<file path="src/rtl/hub75_frame_writer.sv">
// rtl/hub75_frame_writer.sv - raster pixel stream to double-buffered HUB75 frame RAM writer
// Owns the display buffer select and swaps it only on a scan frame boundary.
module hub75_frame_writer #(
  parameter int COLS  = 128,
  parameter int ROWS  = 32,
  parameter int LANES = 4,
  parameter int BPC   = 8,
  localparam int COL_W  = $clog2(COLS),
  localparam int ROW_W  = $clog2(ROWS),
  localparam int Y_W    = $clog2(LANES * ROWS),
  localparam int PIX_W  = 3 * BPC,
  localparam int ADDR_W = 1 + ROW_W + COL_W
) (
  input  logic              clk,
  input  logic              rst,
  input  logic              s_valid,
  output logic              s_ready,
  input  logic              s_sof,
  input  logic [PIX_W-1:0]  s_data,
  input  logic              scan_frame_start,
  output logic              disp_buf,
  output logic [LANES-1:0]  wr_en,
  output logic [ADDR_W-1:0] wr_addr,
  output logic [PIX_W-1:0]  wr_data,
  output logic [15:0]       frame_cnt,
  output logic [7:0]        sync_err_cnt
);

  typedef enum logic [1:0] {
    IDLE      = 2'd0,
    WRITE     = 2'd1,
    WAIT_SWAP = 2'd2
  } state_t;

  localparam logic [COL_W-1:0] COL_MAX = COL_W'(COLS - 1);
  localparam logic [Y_W-1:0]   Y_MAX   = Y_W'(LANES * ROWS - 1);

  state_t              state_q, state_d;
  logic [COL_W-1:0]    x_q, x_d;
  logic [Y_W-1:0]      y_q, y_d;
  logic                disp_q, disp_d;
  logic [15:0]         frame_q, frame_d;
  logic [7:0]          err_q, err_d;
  logic [LANES-1:0]    wr_en_q, wr_en_d;
  logic [ADDR_W-1:0]   wr_addr_q, wr_addr_d;
  logic [PIX_W-1:0]    wr_data_q, wr_data_d;

  logic                accept;
  logic                do_wr;
  logic                err_inc;
  logic [COL_W-1:0]    wx;
  logic [Y_W-1:0]      wy;

  // Ready is a function of state alone so upstream never sees a valid->ready path.
  assign s_ready = (state_q == IDLE) || (state_q == WRITE);
  assign accept  = s_valid & s_ready;

  always_comb begin
    state_d   = state_q;
    x_d       = x_q;
    y_d       = y_q;
    disp_d    = disp_q;
    frame_d   = frame_q;
    err_d     = err_q;
    wr_en_d   = '0;
    wr_addr_d = wr_addr_q;
    wr_data_d = wr_data_q;
    do_wr     = 1'b0;
    err_inc   = 1'b0;
    wx        = x_q;
    wy        = y_q;

    case (state_q)
      IDLE: begin
        if (accept) begin
          if (s_sof) begin
            do_wr   = 1'b1;
            wx      = '0;
            wy      = '0;
            state_d = WRITE;
          end else begin
            err_inc = 1'b1;
          end
        end
      end
      WRITE: begin
        if (accept) begin
          do_wr = 1'b1;
          // A mid-frame SOF resynchronises: restart the frame at this pixel.
          if (s_sof) begin
            err_inc = 1'b1;
            wx      = '0;
            wy      = '0;
          end
        end
      end
      WAIT_SWAP: begin
        if (scan_frame_start) begin
          disp_d  = ~disp_q;
          frame_d = frame_q + 16'd1;
          state_d = IDLE;
        end
      end
      default: state_d = IDLE;
    endcase

    if (do_wr) begin
      wr_en_d   = LANES'(1) << wy[Y_W-1:ROW_W];
      wr_addr_d = {~disp_q, wy[ROW_W-1:0], wx};
      wr_data_d = s_data;
      if (wx == COL_MAX) begin
        x_d = '0;
        if (wy == Y_MAX) begin
          y_d     = '0;
          state_d = WAIT_SWAP;
        end else begin
          y_d = wy + 1'b1;
        end
      end else begin
        x_d = wx + 1'b1;
        y_d = wy;
      end
    end

    if (err_inc && (err_q != 8'hFF)) begin
      err_d = err_q + 8'd1;
    end
  end

  always_ff @(posedge clk) begin
    if (!rst) begin
      state_q   <= IDLE;
      x_q       <= '0;
      y_q       <= '0;
      disp_q    <= 1'b0;
      frame_q   <= '0;
      err_q     <= '0;
      wr_en_q   <= '0;
      wr_addr_q <= '0;
      wr_data_q <= '0;
    end else begin
      state_q   <= state_d;
      x_q       <= x_d;
      y_q       <= y_d;
      disp_q    <= disp_d;
      frame_q   <= frame_d;
      err_q     <= err_d;
      wr_en_q   <= wr_en_d;
      wr_addr_q <= wr_addr_d;
      wr_data_q <= wr_data_d;
    end
  end

  assign disp_buf     = disp_q;
  assign wr_en        = wr_en_q;
  assign wr_addr      = wr_addr_q;
  assign wr_data      = wr_data_q;
  assign frame_cnt    = frame_q;
  assign sync_err_cnt = err_q;

endmodule

</file>
<file path="config.mk">
export PLATFORM = sky130hd
export DESIGN_NAME = hub75_frame_writer
export DESIGN_NICKNAME = d
export VERILOG_FILES = /design/src/rtl/hub75_frame_writer.sv
export SDC_FILE = /design/constraint.sdc
export NUM_CORES = 1
export LEC_CHECK = 0
export BUFFER_PORTS_ARGS = -buffer_cell sky130_fd_sc_hd__buf_2
export CAP_MARGIN = 20
export CORE_ASPECT_RATIO = 0.6
export CORE_UTILIZATION = 46
export DETAILED_ROUTE_END_ITERATION = 10
export GPL_ROUTABILITY_DRIVEN = 0
export PLACE_DENSITY = 0.71
export SLEW_MARGIN = 30
export SYNTH_ARGS = -nofsm -noshare
export SYNTH_HDL_FRONTEND = slang
export SYNTH_SLANG_ARGS = --single-unit
</file>
<file path="constraint.sdc">
create_clock -name clk -period 5.05 [get_ports clk]
set_input_delay 1.01 -clock clk [delete_from_list [all_inputs] [get_ports clk]]
set_output_delay 1.01 -clock clk [all_outputs]
set_load 0.02 [all_outputs]
</file>
# Yosys cells after proc, flatten, opt, wreduce, memory -nomap -nowiden
# Cells that the tools add are included.
[word_totals]
reg_bits = 82
in_bits = 29
out_inout_bits = 67
elab_cells = 50
[op_classes]
add_sub_neg = 4
n_eq_ne = 5
shifts = 1
mux = 23
bitwise = 2
reduce_logical = 6
[op_table]
columns = ["op", "count"]
rows = [
  ["$mux W7", 9],
  ["$add A16 B1 Y16 const B", 1],
  ["$add A7 B1 Y7 const B", 2],
  ["$eq A7 B7 Y1 const B", 2],
  ["$mux W2", 6],
  ["$add A8 B1 Y8 const B", 1],
  ["$ne A8 B8 Y1 const B", 1],
  ["$pmux W2 S3", 1],
  ["$mux W1", 5],
  ["$pmux W1 S2", 2],
  ["$reduce_and A2 Y1", 2],
  ["$shl A1 B2 Y4 const A", 1],
  ["$eq A2 B1 Y1 const B", 1],
  ["$eq A2 B2 Y1 const B", 1],
  ["$logic_not A2 Y1", 1],
  ["$reduce_or A2 Y1", 1],
  ["$and A1 B1 Y1", 1],
  ["$logic_and A1 B1 Y1", 1],
  ["$logic_or A1 B1 Y1", 1],
  ["$not A1 Y1", 1],
]

# Logic depth before layout (Yosys ltp)
# Gate-level depths: netlist of run 1.
[logic_depth]
word_depth = 9
mapped_depth = 11
ltp_nobuf = 8

# Worst setup path after synthesis of run 1
# OpenSTA, ideal clock, no wires.
[synth_path]
kind = "input-to-reg"
from = "in s_valid"
to = "reg y_q[4]"
setup_ns = 0.114
arrival_time_ns = 2.495
required_time_ns = 4.936
setup_slack_ns = 2.441
stages = 10
n_path_buf = 2
cell_sequence = "nand3b_1 buf_2 and2_1 ha_1 nand3_2 or2_0 clkbuf_1 o211ai_1 o21ai_0 a21o_1"
[synth_via]
word_cells_on_any_way = 13
classes_between = "add/sub: 1; eq/ne: 2; mux: 9; bitwise: 1"
[synth_lines]
columns = ["element", "line_no", "rtl"]
rows = [
  ["from (decl)", "16", "input logic s_valid,"],
  ["$and A1 B1 Y1", "56", "assign accept = s_valid & s_ready;"],
  ["$mux W7", "87", "if (accept) begin"],
  ["$mux W7", "--", ""],
  ["via wx[1]", "51", "logic [COL_W-1:0] wx;"],
  ["$eq A7 B7 Y1", "111", "if (wx == COL_MAX) begin"],
  ["$mux W7", "111", ""],
  ["to (signal assigned)", "144", "y_q <= y_d;"],
  ["to (decl)", "40", "logic [Y_W-1:0] y_q, y_d;"],
]
# The timed path passes the listed nets, and every way through them passes these cells.
# A chain may end at the register's enable or synchronous reset.

# Final worst setup path of run 1
[layout_path]
from = "in s_sof"
to = "reg y_q[5]"
[layout_via]
word_cells_on_any_way = 14
classes_between = "add/sub: 1; eq/ne: 2; mux: 11"
[layout_lines]
columns = ["element", "line_no", "rtl"]
rows = [
  ["from (decl)", "18", "input logic s_sof,"],
  ["$mux W7", "76, 90", ""],
  ["$mux W7", "87", ""],
  ["$mux W7", "--", ""],
  ["via wx[1]", "51", ""],
  ["$eq A7 B7 Y1", "111", ""],
  ["$mux W7", "111", ""],
]
# The timed path passes the listed nets, and every way through them passes these cells.

==> results of run 1 <==
## layout make-up
type | instances | share of cell area, %
multi-input combinational | 301 | 42.0
tap | 104 | 2.97
inverter | 4 | 0.342
timing repair buffer | 98 | 11.4
sequential | 82 | 37.4
clock buffer | 13 | 5.94
## cells in the final DEF, fill, tap and decap left out, types with 2 or more instances in the layout
cell,instances
clkbuf_1,2
xnor2_1,17
ha_1,4
mux2i_1,2
nor4_1,3
buf_2,95
and3_1,6
o21a_1,2
and2_1,25
nand3b_1,2
a21oi_1,7
a21boi_0,32
or3_1,3
a22oi_1,9
nand3_1,17
clkbuf_16,9
nand4_1,9
o211a_1,2
nand2_1,80
nor2b_1,12
nor2_1,15
inv_1,4
a21boi_1,2
nor3_1,8
clkbuf_8,2
and3b_1,2
o21ai_0,9
nor4b_1,2
buf_4,3
xor2_1,6
a211oi_1,2
dfxtp_1,82
## cells by family after synthesis
group | after synthesis | synth area share (%)
adder cells (fa/ha/maj) | 4 | 1.39
AND/OR/NAND/NOR | 196 | 27.9
XOR/XNOR | 23 | 5.59
flip-flops | 82 | 45.6
multiplexers | 2 | 0.556
buffers and inverters | 29 | 3.68
AO/OA/AOI/OAI | 76 | 15.3
## registers in the layout, summed over array words and instances (netlist names)
| signal | cells |
|---|---|
| disp_buf | 1 |
| frame_cnt | 16 |
| state_q | 2 |
| sync_err_cnt | 8 |
| wr_addr | 13 |
| wr_data | 24 |
| wr_en | 4 |
| x_q | 7 |
| y_q | 7 |
## worst max-delay path: stages
cell       delay [ns]
buf_2            0.27
nand3b_1         0.36
and2_1           0.31
ha_1             0.24
nand3_2          0.12
or2_0            0.36
o211ai_1         0.16
o21ai_0          0.26
o2bb2ai_1        0.13
## layer usage
layer  part of all wire, %  vias to the layer above  global-route usage [%]  wire [um]
met3                   7.9                        5                    7.54        637
met2                    41                      104                    29.2       3310
met4                  0.84                        0                    7.69         68
li1                      -                     1570                       -          -
met5                     0                        -                       0          0
met1                    50                     1400                    29.1       4080
## where the power goes
part           leakage (nW)  switching (W)  internal (W)
clock network         0.128       0.000235      0.000352
registers             0.665     0.00000975      0.000662
logic                  1.06      0.0000683     0.0000401
total                  1.86       0.000313       0.00105
## path summary, 6_finish.rpt
kind,end,slack (ns)
worst max-delay path,y_q[5]$_SDFFE_PN0P_,2.10
worst min-delay path,wr_data[19]$_SDFFE_PN0P_,0.46
worst max register to register,y_q[4]$_SDFFE_PN0P_,2.55
worst min register to register,wr_data[19]$_SDFFE_PN0P_,0.46
## metrics by stage
step | power (W) | util, % | area, um^2
3_5_place_dp | 0.000794 | 55.6 | 4120
5_1_grt | 0.00142 | 59.1 | 4380
3_3_place_gp | 0.000790 | 55.5 | 4120
6_report | 0.00137 | 59.1 | 4380
4_1_cts | 0.00138 | 59.1 | 4380
2_1_floorplan | 0.000756 | - | 3600
==> impl_summary.log, run 1 <==
INFO  metric cts_htree_levels = 3
INFO  metric max_cap_violations = 0
INFO  metric drt-vias-per-instance = 5.11
INFO  metric yosys_warnings = 0
INFO  metric grt_use_total = 20.8%
INFO  metric startpoint_type = primary input
INFO  metric route.detailed.drc = 0
INFO  metric timing.final.crit_period = 2.95 ns
INFO  metric yosys.cell_count.top_type = dfxtp_1
INFO  metric routed_wire_length_per_instance = 13.4 um
INFO  metric critical_path_class = primary input to flop
INFO  metric whs = 0.458 ns
INFO  metric synthArstFlopShare = 0%
INFO  metric ioPinCount = 96
INFO  metric period_share = 58.5%
INFO  metric finalSetupViolCount = 0
INFO  metric p_leak = 1.86 nW
INFO  metric max-clock-path-buffers = 2
INFO  metric mean_area_per_synthesized_cell = 8.75 um^2
INFO  metric yosys_register_bits = 82
INFO  metric maxSlewViolCount = 0
INFO  metric grt_max_degree = 59
INFO  metric synth.yosys.seq_area_share = 45.6%
INFO  metric postCtsResizedCells = 0
INFO  metric yosys.area.top_type = dfxtp_1
INFO  metric dp_hpwl = 5.47 mm
INFO  metric origin_of_the_critical_flop_to_flop_path = state_q[1]$_SDFF_PN0_
INFO  metric via_count_of_the_first_global_routing_pass = 2,747
INFO  metric die_w = 116 um
INFO  metric drt_iter0_drc = 226
INFO  metric synth_cells = 412
INFO  metric dieHeight = 70.6 um
INFO  metric grt_first_pass_wirelength = 13.2 mm
INFO  metric synthTopCellsByArea = dfxtp_1, nand2_1, a21boi_0, and2_1, xnor2_1
INFO  metric layout-drive-gt1-share = 23.9%
INFO  metric via_count = 3,079
INFO  metric rsz_0062_raised_after_global_routing = no
INFO  metric reg2reg_depth = 8
INFO  metric post_cts_hold_buffer_count = 0
INFO  metric fillCellCount = 690
INFO  metric insertion_delay = 0.33 ns
INFO  metric regArea = 1640 um^2
INFO  metric vdd_ir_drop_max = 0.000235 V
INFO  metric cts.repair_timing.setup_buffer_count = 0
INFO  metric fin_cells = 602
INFO  metric cts_buf_count = 9
INFO  metric tritoncts_clock_tree = done
INFO  metric clkSlewWorstSetupHoldPaths = 0.06 ns
INFO  metric fmaxAchievable = 339 MHz
INFO  metric multiInputGateArea = 1840 um^2
INFO  metric setup_ws = 2.10 ns
INFO  metric dpl_worst_slack = 1.83 ns
INFO  metric crit_path_end_kind = flop
INFO  metric timing.final.hold_violations = 0
INFO  metric drt_first_pass_iters = 5
INFO  metric number_of_nets_with_antenna_violations_after_routing = 0
INFO  metric cts_root_buffer = clkbuf_16
INFO  metric antenna_cells_inserted = 0
INFO  metric dpl.cell_count = 589
INFO  metric grt_antenna_before_repair = 0
INFO  metric setup-tns-final = 0 ns
INFO  metric critPathMaxFanout = 15
INFO  metric numPortBuffers = 95
INFO  metric design.die.area = 8200 um^2
INFO  metric flow.area_growth_from_synthesis = 21.7%
INFO  metric status = complete, no violations
INFO  metric synthesis.area = 3600 um^2
INFO  metric timing.hold.worst.class = flop to flop
INFO  metric final_nets = 529
INFO  metric ys_top_cells_by_count = dfxtp_1, nand2_1, a21boi_0
INFO  metric synthFlopType = dfxtp_1
INFO  metric skew = 0.00656 ns
INFO  metric synth_largest_type_area_fraction = 45.6%
INFO  metric critical_path_data_required_time = 5.32 ns
INFO  metric timing.max_slew.rel_slack = 37.2%
INFO  metric floorplan.core_area = 7420 um^2
INFO  metric worst_hold_path.num_cells = 2
INFO  metric std_cell_rows = 24
INFO  metric worstPathArrival = 3.22 ns
INFO  metric worstMarginPinSlew = 0.937 ns
INFO  metric cp-startpoint = s_sof
INFO  metric synth_edf_count = 0
INFO  metric netlist-cell-type-count = 53
INFO  metric hp-start = wr_data[19]$_SDFFE_PN0P_
INFO  metric grt_overflow_total = 0
INFO  metric p_per_area = 312 nW/um^2
INFO  metric cts.sinks = 82
INFO  metric initial_utilization = 48.6%
INFO  metric postRouteWirelength = 8.09 mm
INFO  metric syn_nets = 445
(Power assumes the default switching activity.)
==> inputs of run 2 (changes only) <==
Settings changed: PLACE_DENSITY 0.71 to 0.74.
Clock period 5.05 ns to 2.7 ns, I/O delays scaled along.
==> run 2 against run 1 <==
  * Final cell count rose by 1.7%
  * Design area rose by 3.1%
  * Combinational power rose by 92%
  * Sequential share of layout area fell by 1.1 points
  * Clock-buffer cell count fell by 3
  * First-iteration DRC count fell by 28%
  * Core utilization rose by 1.9 points
  * Clock skew rose by 0.00062 ns
  * Worst setup slack got worse by 1.8 ns
  * Via count rose by 1.7%
  * Critical path type is now flop to flop
==> impl_summary.log, run 2 (synthesis results as in run 1) <==
INFO  metric worstMarginPinSlew = 0.618 ns (was 0.937 ns)
INFO  metric std_cell_rows = 24 (unchanged)
INFO  metric reg2reg_to = y_q[4]$_SDFFE_PN0P_ (unchanged)
INFO  metric period_share = 87.5%
INFO  metric critPathMaxFanout = 9 (was 15)
INFO  metric final_cell_mix = buf_2, dfxtp_1, nand2_1, a21boi_0, and2_1 (unchanged)
INFO  metric antenna_cells_inserted = 0 (unchanged)
INFO  metric cts_htree_levels = 3 (unchanged)
INFO  metric timing.critical_path.slowest_stage_cell = dfxtp_1 (was nand3b_1)
INFO  metric initial_utilization = 48.6% (unchanged)
INFO  metric worstPathArrival = 2.59 ns (was 3.22 ns)
INFO  metric worst-path-buf-inv = 1 (unchanged)
INFO  metric layout_commonest_cell = buf_2 (unchanged)
INFO  metric cts_root_buffer = clkbuf_16 (unchanged)
INFO  metric cp-startpoint = state_q[1]$_SDFF_PN0_ (was s_sof)
INFO  metric netSwitchingFraction = 21.8% (was 22.9%)
INFO  metric clock_power_share = 49.1% (was 42.9%)
INFO  metric final_core_util = 61.0% (was 59.1%)
INFO  metric dpl_worst_slack = 0.220 ns (was 1.83 ns)
INFO  metric fmaxAchievable = 423 MHz
INFO  metric timing.max_slew.rel_slack = 58.8% (was 37.2%)
INFO  metric critical_path_data_required_time = 2.93 ns (was 5.32 ns)
INFO  metric cell_count_along_the_critical_path = 9 (unchanged)
INFO  metric vdd_ir_drop_max = 0.000438 V (was 0.000235 V)
INFO  metric max_stage_delay = 0.50 ns (was 0.36 ns)
INFO  metric insertion_delay = 0.34 ns (was 0.33 ns)
INFO  metric postRouteWirelength = 8.08 mm (was 8.09 mm)
INFO  metric power_frac_seq = 43.7% (was 49.1%)
INFO  metric grt_max_degree = 41 (was 59)
INFO  metric tritoncts_clock_tree = done (unchanged)
INFO  metric grt_first_pass_wirelength = 13.2 mm (about the same)
INFO  metric grt_overflow_total = 0 (unchanged)
INFO  metric combinational_group_share_of_total_power = 7.2% (was 7.9%)
INFO  metric timing.final.crit_period = 2.36 ns
INFO  metric drt_first_pass_iters = 4 (was 5)
INFO  metric cts_buf_count = 9 (unchanged)
INFO  metric whs = 0.449 ns (was 0.458 ns)
INFO  metric numPortBuffers = 95 (unchanged)
INFO  metric route.detailed.drc = 0 (unchanged)
INFO  metric origin_of_the_critical_flop_to_flop_path = state_q[1]$_SDFF_PN0_ (unchanged)
INFO  metric fillCellCount = 673 (was 690)
INFO  metric timing.hold.worst.class = primary input to flop (was flop to flop)
INFO  metric grt_use_total = 21.0% (was 20.8%)
INFO  metric postCtsResizedCells = 0 (unchanged)
INFO  metric layout-drive-gt1-share = 25.8% (was 23.9%)
INFO  metric finalPower = 0.00287 W (was 0.00137 W)
INFO  metric path_cells = nand3b_1, buf_4, and2_1, ha_1, nand3_1, or2_1, o211ai_1, o21ai_0, a21o_1 (was buf_2, nand3b_1, and2_1, ha_1, nand3_2, or2_0, o211ai_1, o21ai_0, o2bb2ai_1)
INFO  metric crit_path_end_kind = flop (unchanged)
INFO  metric rsz_0062_raised_after_global_routing = no (unchanged)
INFO  metric die_w = 116 um (unchanged)
INFO  metric timing.final.hold_violations = 0 (unchanged)
INFO  metric final_nets = 536 (was 529)
INFO  metric cts.repair_timing.setup_buffer_count = 0 (unchanged)
INFO  metric maxSlewViolCount = 0 (unchanged)
INFO  metric setup_slack_on_the_worst_flop_to_flop_path = 0.34 ns (was 2.55 ns)
INFO  metric clkSlewWorstSetupHoldPaths = 0.06 ns (about the same)
INFO  metric flow.area_growth_from_synthesis = 25.5% (was 21.7%)
INFO  metric drt-vias-per-instance = 5.11 (about the same)
INFO  metric drt_iter0_drc = 162 (was 226)
INFO  metric p_per_area = 635 nW/um^2 (was 312 nW/um^2)
INFO  metric number_of_flip_flops_under_the_largest_register_name = 24 (unchanged)
INFO  metric setup_ws = 0.338 ns (was 2.10 ns)
INFO  metric reg2reg_depth = 9 (was 8)
INFO  metric design.die.area = 8200 um^2 (unchanged)
INFO  metric routed_wire_length_per_instance = 13.2 um (was 13.4 um)
INFO  metric cts.sinks = 82 (unchanged)
INFO  metric critical_path_class = flop to flop (was primary input to flop)
INFO  metric startpoint_type = flop (was primary input)
INFO  metric endpoint = y_q[4]$_SDFFE_PN0P_ (was y_q[5]$_SDFFE_PN0P_)
INFO  metric setup-tns-final = 0 ns (unchanged)
INFO  metric dp_hpwl = 5.84 mm (was 5.47 mm)
INFO  metric floorplan.core_area = 7420 um^2 (unchanged)
INFO  metric finalSetupViolCount = 0 (unchanged)
INFO  metric skew = 0.00718 ns (was 0.00656 ns)
INFO  metric via_count_of_the_first_global_routing_pass = 2,767 (was 2,747)
INFO  metric power_dissipated_by_switching_net_loads = 0.000626 W (was 0.000313 W)
INFO  metric dieHeight = 70.6 um (unchanged)
INFO  metric status = complete, no violations (unchanged)
INFO  metric p_int = 0.00225 W (was 0.00105 W)
INFO  metric max-clock-path-buffers = 2 (unchanged)
INFO  metric p_leak = 1.93 nW (was 1.86 nW)
INFO  metric ioPinCount = 96 (unchanged)
INFO  metric grt_antenna_before_repair = 0 (unchanged)
INFO  metric via_count = 3,130 (was 3,079)
INFO  metric post_cts_hold_buffer_count = 0 (unchanged)
INFO  metric number_of_nets_with_antenna_violations_after_routing = 0 (unchanged)
INFO  metric critical-path-top-delay-family = simple AND/OR/NAND/NOR gates (unchanged)
INFO  metric max_cap_violations = 0 (unchanged)
run 2: cell count changes in the layout (fill, tap and decap cells not counted), sizes merged:
cell,previous run,this run
clkbuf,13,10
clkinvlp,0,2
bufinv,0,3
buf,98,105
clkinv,0,1
run 2: metrics by stage:
stage | instance area (um^2) | cells
2_1_floorplan | 3600 | 412
5_1_grt | 4520 | 612
3_5_place_dp | 4170 | 596
4_1_cts | 4520 | 612
3_3_place_gp | 4170 | 596
6_report | 4520 | 612
run 2: cell type report:
cell class | count | area [um^2] | area share, %
Timing Repair Buffer | 105 | 551 | 12.2
Clock inverter | 6 | 114 | 2.52
Sequential cell | 82 | 1640 | 36.3
Tap cell | 104 | 130 | 2.88
Clock buffer | 10 | 239 | 5.28
Multi-Input combinational cell | 301 | 1830 | 40.5
Inverter | 4 | 15.0 | 0.332
run 2: worst min-delay path by stage:
stage,end,cells after the start,from
2_1_floorplan,y_q[1]$_SDFFE_PN0P_,2,y_q[1]$_SDFFE_PN0P_
5_1_grt,wr_data[10]$_SDFFE_PN0P_,3,s_data[10]
4_1_cts,wr_data[19]$_SDFFE_PN0P_,3,s_data[19]
6_report,wr_data[17]$_SDFFE_PN0P_,3,s_data[17]
3_3_place_gp,wr_data[13]$_SDFFE_PN0P_,2,wr_data[13]$_SDFFE_PN0P_
3_5_place_dp,wr_data[17]$_SDFFE_PN0P_,2,wr_data[17]$_SDFFE_PN0P_
run 2: power groups by stage:
| stage | clock, W | sequential (W) | combinational (W) |
|---|---|---|---|
| floorplan | 0 | 0.00131 | 0.000105 |
| global placement | 0 | 0.00128 | 0.000204 |
| detailed placement | 0 | 0.00128 | 0.000208 |
| CTS | 0.00145 | 0.00125 | 0.000209 |
| global route | 0.00150 | 0.00126 | 0.000230 |
| finish | 0.00141 | 0.00125 | 0.000207 |
run 2: tightest hold or removal path, cell delays in order:
cell and delay [ns]:
buf_2 0.10, nand2_1 0.04, a21boi_0 0.06
run 2: layer usage:
| layer | GRT usage [%] | part of all wire, % | vias to the layer above |
|---|---|---|---|
| met5 | 0 | 0 | - |
| met4 | 6.98 | 1.2 | 0 |
| met3 | 7.63 | 6.9 | 9 |
| met2 | 30.1 | 42 | 95 |
| met1 | 29.2 | 49 | 1429 |
| li1 | - | - | 1597 |
